===== config.mk =====
export PLATFORM = sky130hd
export DESIGN_NAME = mem_access_flat
export DESIGN_NICKNAME = d
export VERILOG_FILES = /design/src/rtl/mem_access_pkg.sv /design/src/rtl/mem_access_if.sv /design/src/rtl/mem_access_load_ext.sv /design/src/rtl/mem_access.sv /design/src/flat_wrapper.sv
export SDC_FILE = /design/constraint.sdc
export NUM_CORES = 1
export LEC_CHECK = 0
export CAP_MARGIN = 20
export CORE_MARGIN = 2
export CORE_UTILIZATION = 30
export DETAILED_ROUTE_END_ITERATION = 12
export HOLD_SLACK_MARGIN = 0.03
export PLACE_DENSITY_LB_ADDON = 0.3
export SYNTH_ARGS = -nofsm -noshare
export SYNTH_HDL_FRONTEND = slang
export SYNTH_SLANG_ARGS = --single-unit
export TNS_END_PERCENT = 10

===== constraint.sdc =====
create_clock -name clk -period 7.6 [get_ports clk]
set_input_delay 1.52 -clock clk [delete_from_list [all_inputs] [get_ports clk]]
set_output_delay 1.52 -clock clk [all_outputs]
set_load 0.01 [all_outputs]

===== src/rtl/mem_access_pkg.sv =====
// Shared definitions for the MEM stage: widths, funct3 codes, FSM states and
// the byte-count decode.
package mem_access_pkg;

    localparam int RegLen      = 32;
    localparam int RegAddrLen  = 5;
    localparam int AddrLen     = 32;
    localparam int OpCodeLen   = 4;
    localparam int PipelineNum = 6;

    localparam logic [2:0] F3_LB  = 3'b000;
    localparam logic [2:0] F3_LH  = 3'b001;
    localparam logic [2:0] F3_LW  = 3'b010;
    localparam logic [2:0] F3_LBU = 3'b100;
    localparam logic [2:0] F3_LHU = 3'b101;
    localparam logic [2:0] F3_SB  = 3'b000;
    localparam logic [2:0] F3_SH  = 3'b001;
    localparam logic [2:0] F3_SW  = 3'b010;

    typedef enum logic [1:0] {
        ST_IDLE,
        ST_ACCESS,
        ST_DRAIN,
        ST_DONE
    } state_t;

    // Index of the last byte of an access; the unused size code is treated as a word.
    function automatic logic [1:0] last_byte(input logic [2:0] funct3);
        case (funct3[1:0])
            2'b00:   last_byte = 2'd0;
            2'b01:   last_byte = 2'd1;
            default: last_byte = 2'd3;
        endcase
    endfunction

endpackage


===== src/rtl/mem_access_if.sv =====
// Byte-wide shared RAM port: the MEM stage is the master, the RAM arbiter the slave.
interface mem_access_if;
    import mem_access_pkg::*;

    logic               req;
    logic               gnt;
    logic [AddrLen-1:0] a;
    logic               wr;
    logic [7:0]         dout;
    logic [7:0]         din;

    modport master (output req, a, wr, dout, input gnt, din);
    modport slave  (input req, a, wr, dout, output gnt, din);

endinterface


===== src/rtl/mem_access_load_ext.sv =====
// Load-data extension: selects the loaded width from the assembled bytes and
// sign- or zero-extends it according to funct3.
module mem_load_ext
    import mem_access_pkg::*;
(
    input  logic [RegLen-1:0] raw,
    input  logic [2:0]        funct3,
    output logic [RegLen-1:0] data
);

    always_comb begin
        data = raw;
        case (funct3)
            F3_LB:   data = {{24{raw[7]}}, raw[7:0]};
            F3_LH:   data = {{16{raw[15]}}, raw[15:0]};
            F3_LBU:  data = {24'd0, raw[7:0]};
            F3_LHU:  data = {16'd0, raw[15:0]};
            default: data = raw;
        endcase
    end

endmodule


===== src/rtl/mem_access.sv =====
// MEM pipeline stage: performs loads/stores one byte at a time over the shared
// RAM port. Optional macro MEM_ALIGN_TRAP_EN turns misaligned LH/LW/SH/SW into traps.
module mem_access
    import mem_access_pkg::*;
(
    input  logic                   clk,
    input  logic                   rst,
    input  logic [RegLen-1:0]      mem_rd_data,
    input  logic [RegAddrLen-1:0]  mem_rd_addr,
    input  logic                   mem_rd_enable,
    input  logic                   load_enable_i,
    input  logic                   store_enable_i,
    input  logic [AddrLen-1:0]     mem_addr_i,
    input  logic [OpCodeLen-1:0]   load_store_type_i,
    input  logic [PipelineNum-1:0] stall_i,
    mem_access_if.master           ram,
    output logic [RegLen-1:0]      wb_rd_data,
    output logic [RegAddrLen-1:0]  wb_rd_addr,
    output logic                   wb_rd_enable,
    output logic                   stall_req_o,
    output logic                   misalign_o
);

    state_t            state, state_nxt;
    logic [1:0]        cnt, cnt_nxt;
    logic              cap_vld;
    logic [1:0]        cap_idx;
    logic [RegLen-1:0] lbuf;
    logic              mis_q, mis_nxt;
    logic [RegLen-1:0] ext_data;
    logic [2:0]        f3;
    logic [1:0]        last;
    logic              mem_op;
    logic              misaligned;
    logic              unused_ok;

    assign f3     = load_store_type_i[2:0];
    assign last   = last_byte(f3);
    assign mem_op = load_enable_i | store_enable_i;
    assign unused_ok = ^{load_store_type_i[3], stall_i[5:4], stall_i[2:0]};

`ifdef MEM_ALIGN_TRAP_EN
    assign misaligned = (f3[1:0] == 2'b01 && mem_addr_i[0]) ||
                        (f3[1:0] == 2'b10 && mem_addr_i[1:0] != 2'b00);
`else
    assign misaligned = 1'b0;
`endif

    mem_load_ext u_ext (
        .raw    (lbuf),
        .funct3 (f3),
        .data   (ext_data)
    );

    // A granted read returns its byte one cycle later; capture it regardless of state.
    always_ff @(posedge clk) begin
        if (rst) begin
            state   <= ST_IDLE;
            cnt     <= 2'd0;
            cap_vld <= 1'b0;
            cap_idx <= 2'd0;
            lbuf    <= '0;
            mis_q   <= 1'b0;
        end else begin
            state   <= state_nxt;
            cnt     <= cnt_nxt;
            mis_q   <= mis_nxt;
            cap_vld <= (state == ST_ACCESS) && ram.gnt && !store_enable_i;
            cap_idx <= cnt;
            if (cap_vld) lbuf[{cap_idx, 3'b000} +: 8] <= ram.din;
        end
    end

    always_comb begin
        state_nxt    = state;
        cnt_nxt      = cnt;
        mis_nxt      = mis_q;
        ram.req      = 1'b0;
        ram.a        = mem_addr_i + AddrLen'(cnt);
        ram.wr       = 1'b0;
        ram.dout     = mem_rd_data[{cnt, 3'b000} +: 8];
        wb_rd_data   = mem_rd_data;
        wb_rd_addr   = mem_rd_addr;
        wb_rd_enable = mem_rd_enable;
        stall_req_o  = 1'b0;
        misalign_o   = 1'b0;

        case (state)
            ST_IDLE: begin
                if (mem_op) begin
                    stall_req_o  = 1'b1;
                    wb_rd_enable = 1'b0;
                    cnt_nxt      = 2'd0;
                    mis_nxt      = misaligned;
                    state_nxt    = misaligned ? ST_DONE : ST_ACCESS;
                end
            end
            ST_ACCESS: begin
                stall_req_o  = 1'b1;
                wb_rd_enable = 1'b0;
                ram.req      = 1'b1;
                ram.wr       = store_enable_i;
                if (ram.gnt) begin
                    if (cnt == last) state_nxt = store_enable_i ? ST_DONE : ST_DRAIN;
                    else             cnt_nxt   = cnt + 2'd1;
                end
            end
            ST_DRAIN: begin
                stall_req_o  = 1'b1;
                wb_rd_enable = 1'b0;
                state_nxt    = ST_DONE;
            end
            ST_DONE: begin
                misalign_o = mis_q;
                if (store_enable_i || mis_q) begin
                    wb_rd_enable = 1'b0;
                end else begin
                    wb_rd_data   = ext_data;
                    wb_rd_enable = mem_rd_enable;
                end
                // The result stays up, without re-running the access, while EX/MEM holds.
                if (!stall_i[3]) state_nxt = ST_IDLE;
            end
            default: state_nxt = ST_IDLE;
        endcase

        if (rst) begin
            ram.req      = 1'b0;
            ram.a        = '0;
            ram.wr       = 1'b0;
            ram.dout     = '0;
            wb_rd_data   = '0;
            wb_rd_addr   = '0;
            wb_rd_enable = 1'b0;
            stall_req_o  = 1'b0;
            misalign_o   = 1'b0;
        end
    end

endmodule


===== src/flat_wrapper.sv =====
// flat-port wrapper written by rule: the top's interface ports become plain ports
module mem_access_flat import mem_access_pkg::*;
  (clk, rst, mem_rd_data, mem_rd_addr, mem_rd_enable, load_enable_i, store_enable_i, mem_addr_i, load_store_type_i, stall_i, wb_rd_data, wb_rd_addr, wb_rd_enable, stall_req_o, misalign_o, ram_req, ram_a, ram_wr, ram_dout, ram_gnt, ram_din);
  mem_access_if ram_i ();
  input  logic clk;
  input  logic rst;
  input  logic [RegLen-1:0] mem_rd_data;
  input  logic [RegAddrLen-1:0] mem_rd_addr;
  input  logic mem_rd_enable;
  input  logic load_enable_i;
  input  logic store_enable_i;
  input  logic [AddrLen-1:0] mem_addr_i;
  input  logic [OpCodeLen-1:0] load_store_type_i;
  input  logic [PipelineNum-1:0] stall_i;
  output logic [RegLen-1:0] wb_rd_data;
  output logic [RegAddrLen-1:0] wb_rd_addr;
  output logic wb_rd_enable;
  output logic stall_req_o;
  output logic misalign_o;
  output wire logic [$bits(ram_i.req)-1:0] ram_req;
  output wire logic [$bits(ram_i.a)-1:0] ram_a;
  output wire logic [$bits(ram_i.wr)-1:0] ram_wr;
  output wire logic [$bits(ram_i.dout)-1:0] ram_dout;
  input wire logic [$bits(ram_i.gnt)-1:0] ram_gnt;
  input wire logic [$bits(ram_i.din)-1:0] ram_din;
  assign ram_req = ram_i.req;
  assign ram_a = ram_i.a;
  assign ram_wr = ram_i.wr;
  assign ram_dout = ram_i.dout;
  assign ram_i.gnt = ram_gnt;
  assign ram_i.din = ram_din;
  mem_access u_core (.clk(clk), .rst(rst), .mem_rd_data(mem_rd_data), .mem_rd_addr(mem_rd_addr), .mem_rd_enable(mem_rd_enable), .load_enable_i(load_enable_i), .store_enable_i(store_enable_i), .mem_addr_i(mem_addr_i), .load_store_type_i(load_store_type_i), .stall_i(stall_i), .ram(ram_i), .wb_rd_data(wb_rd_data), .wb_rd_addr(wb_rd_addr), .wb_rd_enable(wb_rd_enable), .stall_req_o(stall_req_o), .misalign_o(misalign_o));
endmodule

==> metrics.txt, run 1 <==
fin. max-slew vios 0; clk sinks 39; die height approximately 110 um; vias in the first global route between 3000 and 4000; wire length of the first global-routing pass roughly 19000 um; Vias/cell 5.47; Pleak between 0.0015 and 0.002 uW; Max clock buf depth 2; R2R Setup Slk 5.32 ns; initial antenna violation count 0; via count 4127; power per cell area 154 nW/um2; FILL cells 1070; clk slew on worst S/H paths around 0.05 ns; setup_tns 0 ns; r2r startpoint u_core.cnt[0]; Clock power frac 0.326; fmax 0.167 GHz; min-delay src u_core.lbuf[17]; yosys warns 0; crit path max-delay cell type or4_1; Core Footprint about 11000 um2; DRC 0; Mapped Cells about 470; RSZ-0062 raised after global routing false; Final Cell Area approximately 5300 um2; Crit. End Element primary output; Reg power frac 0.280; Post-Route WL 13000 um; syn_nets ~570; status complete, no violations; Least-Margin Pin Slew 0.981 ns; Gates resized, CTS repair 0; Congestion Overflow GR 0; clk_skew ~0.0092 ns; wire per inst 17.3 um; die area 12100 um2; Crit Path Max Fanout 20; post-synthesis sequential area ratio 0.231; Avg Cell Area, Syn 7.22 um2; Psw 251 uW; Detailed Route Iter0 Violations approximately 420; WP data arrival 4.46 ns; #FFs+latches synth 39; nets between 700 and 800; H-Tree Depth 2; switching share of total power 0.305; share of cells above drive strength 1 0.0537; type of origin of the critical path input port; Logic pwr share 0.394; # rows 38; Routed Antenna Nets 0; Tmin final 5.98 ns; num ports 175; library cells used by synthesis 48; worst r2r dst u_core.state[1]; initial core utilization 0.309; number of port buffers 167; diode count 0; CP startpoint mem_addr_i[13]; final worst-path cycle share 0.787; Final Hold Viols 0; post-place instance area roughly 5100 um2; largest net degree at the start of global routing 72; TritonCTS clock tree yes; CTS root buffer clkbuf_16; critical path class in2out; dominant synthesized flop cell dfxtp_1; worst hold stages 2; Num CTS Buffers 5; Worst path max stage delay 0.72 ns; Synth async-reset ratio 0; Pre-antenna DRT Iters 5; CP dominant cell by count clkdlybuf4s50_1; crit path cell chain clkdlybuf4s50_1 -> and4_1 -> nand4_1 -> or4_1 -> a21oi_1 -> clkdlybuf4s50_1; Post-synth EDFFs 0; postcts setup bufs 0; Final Wtd Congestion between 0.8 and 0.9; synth-to-layout area growth 57.7%; Peak VDD IR ~0.079 mV; GRT Util Overall 0.202; Slew headroom 0.344; cell-internal power 572 uW; max_cap viols 0; Register-to-Register Path Depth 4; Min-Delay Endpoint u_core.lbuf[17]; Finish-stage setup viols 0; HPWL after DPL around 10000 um; Worst Hold Class reg2reg; Die W around 110 um; synthesized cell area around 3400 um2; CTS Hold Buffers Added 0; Req. time, crit path 6.08 ns; worst skew pair latency 0.28 ns
worst max path at each step:
| stage | to | slack, ns | depth (start not counted) |
|---|---|---|---|
| final | ram_a[25] | 1.62 | 6 |
| after floorplan | ram_a[24] | 2.89 | 7 |
| after detailed placement | ram_a[31] | 1.67 | 6 |
| after global placement | ram_a[28] | 1.72 | 8 |
| after CTS | ram_a[31] | 1.66 | 6 |
| after global routing | ram_a[31] | 1.42 | 6 |
metrics by stage:
stage / worst slack, ns / utilization / hold slack, ns / std cells / power, uW
after floorplan: 2.89 / - / 0.468 / 468 / 391
after global placement: 1.72 / 0.469 / 0.481 / 746 / 549
after detailed placement: 1.67 / 0.469 / 0.489 / 746 / 556
after CTS: 1.66 / 0.486 / 0.502 / 754 / 824
after global routing: 1.42 / 0.487 / 0.523 / 755 / 864
final: 1.62 / 0.487 / 0.499 / 755 / 823
cell type report:
class | instances | area, um2 | share of cell area
Clock buffer | 6 | 129 | 0.0242
Inverter | 8 | 30.0 | 0.00563
Tap cell | 140 | 175 | 0.0329
Sequential cell | 39 | 781 | 0.146
Multi-Input combinational cell | 387 | 2440 | 0.457
Clock inverter | 2 | 60.1 | 0.0113
Timing Repair Buffer | 173 | 1720 | 0.322
power by group through the flow:
stage / sequential, uW / combinational (uW) / clock (uW)
after floorplan: 224 / 166 / 0
after global placement: 234 / 315 / 0
after detailed placement: 235 / 321 / 0
after CTS: 230 / 323 / 271
after global routing: 232 / 351 / 281
final: 230 / 324 / 268
cell families after synthesis:
group                      Yosys count  share of synthesized area
other                                1                    0.00111
AOI/OAI and AO/OA                  118                      0.222
buffers and inverters               42                     0.0485
xor gates and xnor gates            13                     0.0337
muxes                                9                     0.0563
adders and majority gates           12                     0.0466
and+or+nand+nor                    234                      0.361
DFF                                 39                      0.231
per-layer routing:
layer	routed length [um]	GRT usage	up-vias	share of wire
li1	-	-	1993	-
met3	942	0.0276	9	0.072
met1	5260	0.252	1970	0.40
met2	6720	0.369	155	0.52
met4	103	0.0455	0	0.0079
met5	0	0	-	0
cells in the mapped netlist, types with 2 or more instances:
library cell / number / area share
and3_1: 2 / 0.0037
nand2_1: 56 / 0.062
nor2b_1: 19 / 0.035
nand2b_1: 19 / 0.035
inv_1: 8 / 0.0089
dfxtp_1: 39 / 0.23
or3_1: 8 / 0.015
nor3b_1: 2 / 0.0044
and4_1: 5 / 0.013
nand3_1: 29 / 0.043
buf_2: 2 / 0.0030
ha_1: 11 / 0.041
xor2_1: 8 / 0.021
buf_1: 5 / 0.0056
nor3_1: 2 / 0.0030
nand4_1: 11 / 0.020
or4_1: 11 / 0.024
and2_1: 2 / 0.0037
a21oi_1: 47 / 0.070
a211oi_1: 10 / 0.022
xnor2_1: 5 / 0.013
clkbuf_1: 26 / 0.029
a22oi_1: 32 / 0.071
mux4_2: 8 / 0.053
nor2_1: 55 / 0.061
or2_2: 2 / 0.0037
nor4_1: 3 / 0.0056
nor4b_2: 3 / 0.013
o31ai_1: 10 / 0.022
o21ai_0: 10 / 0.015
placed cells by master, fill, tap and decap left out, types with 18 or more instances in the layout:
cell type / synthesis / final
nor2b_1: 19 / 18
dfxtp_1: 39 / 39
nor2_1: 55 / 55
a21oi_1: 47 / 47
clkdlybuf4s50_1: 0 / 166
nand2_1: 56 / 56
nand2b_1: 19 / 19
nand3_1: 29 / 29
a22oi_1: 32 / 32
flip-flops by register name, summed over array words and instances, names as in the netlist:
register        flops
u_core.cnt          2
u_core.state        2
u_core.cap_idx      2
u_core.lbuf        32
u_core.cap_vld      1
critical path, delay by kind of cell:
family,cells,cell delay [ns]
AOI/OAI and AO/OA,1,0.16
and+or+nand+nor,3,1.60
buffers and inverters,2,1.17
Note: power is estimated with default switching activity, not from simulation.
==> run 2, diff against run 1 <==
- clock period: 7.6 -> 5.5 ns (I/O delays scaled with it)
==> run 2 against run 1 <==
  * Flip-flop and latch count did not move
  * Sequential power increased by 34%
  * Clock power increased by 24%
  * Largest cell class unchanged
  * Register-to-register slack worse by 2.0 ns
  * Wire length rose by 0.52%
  * Sequential share of layout area shrank 0.072 points
  * Core utilization rose by 0.24 points
==> metrics.txt, run 2 (synthesis results as in run 1) <==
fin. max-slew vios 0 (unchanged); type of origin of the critical path input port; Routed Antenna Nets 0 (unchanged); max_cap viols 0 (unchanged); Num CTS Buffers 5 (unchanged); Worst Hold Class reg2reg; # rows 38 (unchanged); RSZ-0062 raised after global routing false; clk slew on worst S/H paths 0.06 ns (about the same); die height 110 um (unchanged); DRC 0 (unchanged); R2R Setup Slk 3.30 ns (-2.02 ns); wire per inst 17.3 um (about the same); Congestion Overflow GR 0 (unchanged); Gates resized, CTS repair 0 (unchanged); Peak VDD IR 0.145 mV (+84%); clk_skew 0.00577 ns (-0.00343 ns); most frequent cells in the layout clkdlybuf4s50_1, nand2_1, nor2_1; Slew headroom 0.401 (+0.0564); final total power 1100 uW (+34%); Req. time, crit path 4.40 ns (-1.68 ns); fmax 0.197 GHz; initial core utilization 0.309 (unchanged); nets 723 (+0.56%); Vias/cell 5.44 (-0.53%); Crit. End Element primary output; Post-Route WL 13100 um (+0.52%); synth-to-layout area growth 58.5%; HPWL after DPL 9840 um (-1.3%); WP data arrival 3.97 ns (-0.49 ns); Crit Path Max Fanout 10 (-50%); share of cells above drive strength 1 0.0614 (+0.00773); Top reg by flops u_core.lbuf; H-Tree Depth 2 (unchanged); initial antenna violation count 0 (unchanged); most common cell after layout, fill and taps aside clkdlybuf4s50_1; worst skew pair latency 0.28 ns (about the same); via count 4127 (unchanged); clk sinks 39 (unchanged); Final Wtd Congestion 0.784 (-3.0%); Tmin final ~5 ns; Least-Margin Pin Slew 0.897 ns (-0.0843 ns); vias in the first global route 3797 (+2.2%); Final Hold Viols 0 (unchanged); TritonCTS clock tree yes; Die W 110 um (unchanged); status complete, no violations; CTS root buffer clkbuf_16; GRT Util Overall 0.204 (+0.00163); largest net degree at the start of global routing 119 (+65%); Detailed Route Iter0 Violations 383 (-9.2%); num ports 175 (unchanged); Pleak 0.00186 uW (+1.1%); Pre-antenna DRT Iters 4 (-1); FILL cells 1052 (-1.7%); die area 12100 um2 (unchanged); setup_tns 0 ns (unchanged); Finish-stage setup viols 0 (unchanged); max reg flops 32 (unchanged); number of port buffers 167 (unchanged); Max clock buf depth 2 (unchanged); postcts setup bufs 0 (unchanged); diode count 0 (unchanged); critical path class in2out; final worst-path cycle share 0.922; CTS Hold Buffers Added 0 (unchanged); Core Footprint 10900 um2 (unchanged); power per cell area 205 nW/um2 (+33%); wire length of the first global-routing pass 19300 um (-0.18%)
[run 2: layout make-up]
type	count	area, um2	share of cell area
multi-input cells	387	2440	0.455
repair buffers	177	1760	0.329
flip-flops and latches	39	781	0.146
well taps	140	175	0.0327
clock buffers	5	125	0.0234
clock inverters	3	43.8	0.00818
inverters	8	30.0	0.00561
[run 2: path summary, 6_finish.rpt]
path                     startpoint               to  cells past startpoint
hold / removal      u_core.lbuf[20]  u_core.lbuf[20]                      2
hold reg to reg     u_core.lbuf[20]  u_core.lbuf[20]                      2
setup / recovery      mem_addr_i[0]        ram_a[26]                      8
setup reg to reg  u_core.cap_idx[0]  u_core.lbuf[22]                      6
[run 2: worst max-delay path, cell delays in order]
cell and delay, ns:
clkdlybuf4s50_1 0.46, ha_1 0.20, fa_1 0.30, and4_1 0.34
nand2_1 0.24, or4_1 0.57, a21oi_1 0.19, clkdlybuf4s50_1 0.56
[run 2: metal layers]
metal	part of all wire	vias to the layer above	global-route usage
met5	0	-	0
met4	0.014	0	0.0571
met3	0.076	15	0.0323
met2	0.51	162	0.365
met1	0.40	1948	0.252
li1	-	2002	-
[run 2: stage by stage]
step	hold WS, ns	instance area, um2	worst slack [ns]	util	cells
3_3_place_gp	0.483	5150	0.468	0.471	749
3_5_place_dp	0.490	5150	0.392	0.471	749
5_1_grt	0.523	5360	0.271	0.490	759
2_1_floorplan	0.468	3380	1.63	-	468
6_report	0.502	5360	0.426	0.490	759
4_1_cts	0.504	5320	0.397	0.487	757
[run 2: power by group]
part | switching, uW | leakage [uW] | internal (uW)
sequential | 12.9 | 0.000315 | 295
combinational | 222 | 0.00146 | 239
clock | 117 | 0.0000838 | 214
total | 352 | 0.00186 | 748
